==> src/rtl/epb_wbm_bridge_sync.sv <==
// epb_wbm_bridge_sync: single-clock EPB slave to Wishbone classic master bridge.
// Each EPB chip-select falling edge launches exactly one WB cycle. Read data, or
// ERR_DATA on err/timeout, goes back to the host with a one-clock epb_rdy strobe.
// Ports:
//   wb_clk_i, wb_rst_n_i              clock, async active-low reset
//   epb_cs_n/oe_n/r_w_n/be_n/addr     EPB host control, address and byte enables
//   epb_data_i/epb_data_o             EPB write data in, read data out
//   epb_data_oe_n, epb_rdy            pad drive enable (active-low), completion strobe
//   wbm_*                             Wishbone classic master interface
//   err_cnt, busy                     saturating error/timeout count, not-idle flag
module epb_wbm_bridge_sync #(
    parameter int          DATA_WIDTH = 32,
    parameter int          ADDR_WIDTH = 25,
    parameter int          TIMEOUT    = 1023,
    parameter logic [31:0] ERR_DATA   = 32'hDEADBEEF,
    parameter int          ERRCNT_W   = 16
) (
    input  logic                    wb_clk_i,
    input  logic                    wb_rst_n_i,
    input  logic                    epb_cs_n,
    input  logic                    epb_oe_n,
    input  logic                    epb_r_w_n,
    input  logic [DATA_WIDTH/8-1:0] epb_be_n,
    input  logic [ADDR_WIDTH-1:0]   epb_addr,
    input  logic [DATA_WIDTH-1:0]   epb_data_i,
    output logic [DATA_WIDTH-1:0]   epb_data_o,
    output logic                    epb_data_oe_n,
    output logic                    epb_rdy,
    output logic                    wbm_cyc_o,
    output logic                    wbm_stb_o,
    output logic                    wbm_we_o,
    output logic [DATA_WIDTH/8-1:0] wbm_sel_o,
    output logic [ADDR_WIDTH-1:0]   wbm_adr_o,
    output logic [DATA_WIDTH-1:0]   wbm_dat_o,
    input  logic [DATA_WIDTH-1:0]   wbm_dat_i,
    input  logic                    wbm_ack_i,
    input  logic                    wbm_err_i,
    output logic [ERRCNT_W-1:0]     err_cnt,
    output logic                    busy
);
    // A zero TIMEOUT still needs a 1-bit counter so the logic stays legal.
    localparam int TW = (TIMEOUT > 0) ? $clog2(TIMEOUT + 1) : 1;
    localparam logic [DATA_WIDTH-1:0] ERR_FILL = {(DATA_WIDTH / 32){ERR_DATA}};

    typedef enum logic [1:0] {IDLE, WB_REQ, RESP, HOLD} state_t;

    state_t        state, state_nxt;
    logic          cs_q;
    logic [TW-1:0] tcnt;
    logic          cs_fall, timed_out, done, fail;

    assign wbm_stb_o = wbm_cyc_o;

    always_comb begin
        cs_fall   = cs_q & ~epb_cs_n;
        timed_out = (TIMEOUT != 0) && (tcnt == TW'(TIMEOUT));
        done      = wbm_err_i | wbm_ack_i | timed_out;
        // err beats ack; ack beats a coincident timeout
        fail      = wbm_err_i | (timed_out & ~wbm_ack_i);
        state_nxt = state;
        case (state)
            IDLE:    if (cs_fall) state_nxt = WB_REQ;
            WB_REQ:  if (done) state_nxt = RESP;
            RESP:    state_nxt = HOLD;
            HOLD:    if (epb_cs_n) state_nxt = IDLE;
            default: state_nxt = IDLE;
        endcase
        // a host that released cs_n mid-cycle has aborted, so it gets no strobe
        epb_rdy       = (state == RESP) && !epb_cs_n;
        epb_data_oe_n = !(!wbm_we_o && (state == RESP || state == HOLD) && !epb_oe_n && !epb_cs_n);
        busy          = state != IDLE;
    end

    always_ff @(posedge wb_clk_i or negedge wb_rst_n_i) begin
        if (!wb_rst_n_i) state <= IDLE;
        else state <= state_nxt;
    end

    always_ff @(posedge wb_clk_i or negedge wb_rst_n_i) begin
        if (!wb_rst_n_i) begin
            cs_q       <= 1'b1;
            tcnt       <= '0;
            wbm_cyc_o  <= 1'b0;
            wbm_we_o   <= 1'b0;
            wbm_sel_o  <= '0;
            wbm_adr_o  <= '0;
            wbm_dat_o  <= '0;
            epb_data_o <= '0;
            err_cnt    <= '0;
        end else begin
            cs_q <= epb_cs_n;
            case (state)
                IDLE: if (cs_fall) begin
                    wbm_cyc_o <= 1'b1;
                    wbm_we_o  <= ~epb_r_w_n;
                    wbm_sel_o <= ~epb_be_n;
                    wbm_adr_o <= epb_addr;
                    wbm_dat_o <= epb_data_i;
                    tcnt      <= '0;
                end
                WB_REQ: begin
                    tcnt <= tcnt + 1'b1;
                    if (done) begin
                        wbm_cyc_o <= 1'b0;
                        if (fail) begin
                            epb_data_o <= ERR_FILL;
                            if (~&err_cnt) err_cnt <= err_cnt + 1'b1;
                        end else if (!wbm_we_o) begin
                            epb_data_o <= wbm_dat_i;
                        end
                    end
                end
                default: ;
            endcase
        end
    end
endmodule

==> config.mk <==
export PLATFORM = sky130hd
export DESIGN_NAME = epb_wbm_bridge_sync
export DESIGN_NICKNAME = d
export VERILOG_FILES = /design/src/rtl/epb_wbm_bridge_sync.sv
export SDC_FILE = /design/constraint.sdc
export NUM_CORES = 1
export LEC_CHECK = 0
export CAP_MARGIN = 10
export CELL_PAD_IN_SITES_DETAIL_PLACEMENT = 2
export CELL_PAD_IN_SITES_GLOBAL_PLACEMENT = 2
export CORE_MARGIN = 5
export CORE_UTILIZATION = 25
export DETAILED_ROUTE_END_ITERATION = 10
export PLACE_DENSITY = 0.9
export SKIP_CTS_REPAIR_TIMING = 1
export SYNTH_ARGS = -nofsm -noshare
export SYNTH_HDL_FRONTEND = slang
export SYNTH_SLANG_ARGS = --single-unit
==> constraint.sdc <==
create_clock -name wb_clk_i -period 2.6 [get_ports wb_clk_i]
set_input_delay 0.65 -clock wb_clk_i [delete_from_list [all_inputs] [get_ports wb_clk_i]]
set_output_delay 0.65 -clock wb_clk_i [all_outputs]
set_load 0.03 [all_outputs]
==> summary.txt <==
Timing
  • Transition at the pin with the smallest max-transition slack: 0.623 ns
  • WHS: 0.244 ns
  • Clock period minus worst slack: approximately 2.3 ns
  • Relative slew margins: 58.5%
  • Setup violation total in the final timing report: 0
  • Setup slack after layout: 0.281 ns
  • RSZ-0062 raised after global routing: false
  • Setup skew after layout: about 0.010 ns
  • Count of final hold-check violations: 0
  • Final period utilization: 89.2%
  • Count of pins over their slew limit: 0
  • Highest clock rate: 431 MHz

GRT
  • Global-route usage over all layers: 15.8%
  • Global-route wire length before repair: 28,200 um
  • Largest net degree at the start of global routing: 70
  • Total congestion overflow after global routing: 0
  • Initial antenna violation count: 0
  • Vias in the first global route: 5,110

Worst setup path
  • Worst path max stage delay: 0.51 ns
  • Worst path slowest cell: clkdlybuf4s50_1
  • Arrival time at the worst endpoint: 1.67 ns
  • Critical path class: input port to primary output
  • Cells along the critical path: clkdlybuf4s50_1 > nor3_1 > o21ai_0 > buf_4
  • CP Capture Type: primary output
  • Reg2Reg Launch Point: tcnt[0]$_DFFE_PN0P_
  • Endpoint of the worst-slack reg-to-reg timing path: err_cnt[9]$_DFFE_PN0P_
  • Data required, critical path: about 2.0 ns
  • Startpoint types: input port
  • Worst reg-to-reg setup slack: 0.41 ns
  • Logic depth of the worst register-to-register path: 6
  • Critical-path maximum fanout: 7

Detailed routing
  • Routed Wire Length: 17,700 um
  • Total via count after detailed routing: 4,457
  • Routed Antenna Nets: 0
  • Via density per instance: 4.55
  • Initial DRC count: 150
  • Wire per inst: around 18 um
  • Post-route DRC violation count: 0
  • Number of iterations in the first detailed-routing pass: 4

Die
  • DIE AREA: 0.0229 sq mm
  • Row Count: 51
  • Area of the core: 0.0195 sq mm
  • Initial core utilization: 25.5%
  • X dimension of the die: 151 um
  • I/O pin count: 215
  • Die height: roughly 150 um

Yosys
  • Number of nets produced by synthesis: 584
  • Sequential share of the synthesized area: between 60% and 70%
  • Adder-cell share of the synthesized area: 1.51%
  • Synth Register Bits: 124
  • XOR/XNOR Fraction of Synth Area: 3.51%
  • Warnings, synthesis: 0
  • Post-synthesis instance area: 0.00498 sq mm
  • Number of cells produced by synthesis: between 400 and 500
  • Share of synthesized cell area in and, or, nand and nor gates: about a fifth
  • Mean area per synthesized cell: 10.4 sq um
  • Compound-cell area share of the yosys netlist: 8.94%
  • Post-synth EDFFs: 0
  • Main combinational cell family by area after synthesis: simple AND/OR/NAND/NOR gates
  • Library cells used by synthesis: 41
  • Multiplexer area fraction after synthesis: 0.653%
  • Most used flip-flop cell after synthesis: dfrtp_1
  • Share of synthesized registers carrying an async set or reset: 100%

Placement
  • Port Buf Inserts: 214
  • Final weighted congestion of routability-driven global placement: ~0.73
  • HPWL after DPL: 13,100 um
  • Placed cell count: ~950
  • Worst slack at placement: approximately 0.043 ns

Finish
  • Number of nets at the end of the flow: 808
  • Most common cell after layout, fill and taps aside: clkdlybuf4s50_1
  • Final-layout fill cell count: 2,080
  • Footprint of the flip-flops and latches: 0.00310 sq mm
  • Area of combinational cells with multiple inputs: 0.00176 sq mm
  • Final core occ: 41.7%
  • Fraction of layout cells with a size suffix above 1: 7.69%
  • Filler-free cell count of the finished design: 980
  • Synthesis-to-layout area growth: 63.2%
  • Commonest cells after routing, fill and taps aside: clkdlybuf4s50_1 (210), nand2_1 (187), dfrtp_1 (123), o22a_1 (24), clkbuf_16 (17)
  • Diode count: 0

Clocking
  • Sink Count: 124
  • Total CTS buffers: 17
  • CTS tree: built
  • Max Root-Sink Buffers: 2
  • Root cell of the clock tree: clkbuf_16
  • Clock Pin Slew Worst Setup and Hold Paths: 0.06 ns
  • Clock insertion delay at the later pin of the skew report: a little over 0.4 ns
  • Maximum level of the CTS H-tree: 4

Power
  • Overall Power: 10.5 mW
  • Power density of the placed cells: 1300 mW/mm^2
  • P_leak: roughly 3.6 nW
  • Peak ir drop on the vdd network: 0.453 mV

Flow run
  • Number of max-cap violations: 0

Outcome
  • Result of the run: finished, final reports clean

Worst hold path
  • Worst Hold Class: input port to asynchronous set/reset pin
through the flow:
step / TNS [ns] / cell area (sq um)
after floorplan: 0 / 4980
after global placement: 0 / 7500
after detailed placement: 0 / 7500
after CTS: -0.0320 / 8130
after global routing: 0 / 8130
final: 0 / 8130
final cells by class:
type | count | area share (%)
tap | 265 | 4.08
sequential | 124 | 38.2
inverter | 7 | 0.323
timing repair buffer | 226 | 28.0
clock buffer | 18 | 5.40
clock inverter | 14 | 2.38
multi-input combinational | 326 | 21.7
report_power, final:
group          switching, mW  leakage [nW]  internal, mW  total, mW
Combinational           2.79          1.79          1.99       4.78
Sequential             0.510          1.50          2.72       3.23
Clock                  0.898         0.306          1.63       2.53
synthesized netlist by cell type, types with 4 or more instances:
cell type    n  area (sq um)
o21ai_0     12          60.1
and3_1       8          50.1
xnor2_1     14           123
xor2_1       6          52.6
clkbuf_1    14          52.6
dfrtp_1    123          3080
o22a_1      24           210
nand4_1     12          75.1
a22o_1       7          61.3
ha_1         6          75.1
nor2_1       9          33.8
nor3_1       4          20.0
inv_1        7          26.3
nand2_1    187           702
a21oi_1      5          25.0
nand3_1      5          25.0
worst max-delay path: cells and delay by family:
kind	cells	cell delay, ns
buf+inv	2	0.70
simple gates	1	0.19
compound gates	1	0.13
how the worst max path moves through the flow:
stage | startpoint | to | slack (ns)
finish | epb_cs_n | epb_data_oe_n | 0.28
global placement | wbm_ack_i | err_cnt[1]$_DFFE_PN0P_ | 0.12
detailed placement | wbm_ack_i | err_cnt[1]$_DFFE_PN0P_ | 0.04
global route | epb_cs_n | epb_data_oe_n | 0.20
floorplan | state[0]$_DFFE_PN0P_ | epb_data_oe_n | 0.62
CTS | state[0]$_DFFE_PN0P_ | busy | -0.03
registers in the layout (all words and copies together), names as in the netlist:
signal      cells
epb_data_o     32
wbm_dat_o      32
wbm_adr_o      25
err_cnt        16
tcnt           10
wbm_sel_o       4
state           2
cs_q            1
wbm_cyc_o       1
wbm_we_o        1
metal layers:
layer | routed length [um] | track usage [%] | share of wire [%] | vias to the layer above
met5 | 0 | 0 | 0 | -
met4 | 159 | 4.08 | 0.90 | 0
met1 | 6970 | 18.1 | 39 | 2244
met2 | 8660 | 26.4 | 49 | 157
met3 | 1870 | 7.93 | 11 | 12
li1 | - | - | - | 2044
logic make-up after synthesis:
| logic type | after synthesis |
|---|---|
| simple gates | 241 |
| fa+ha+maj | 6 |
| buf+inv | 28 |
| compound gates | 56 |
| xor+xnor | 20 |
| mux | 3 |
| flops | 124 |
Note: power is estimated with default switching activity, not from simulation.
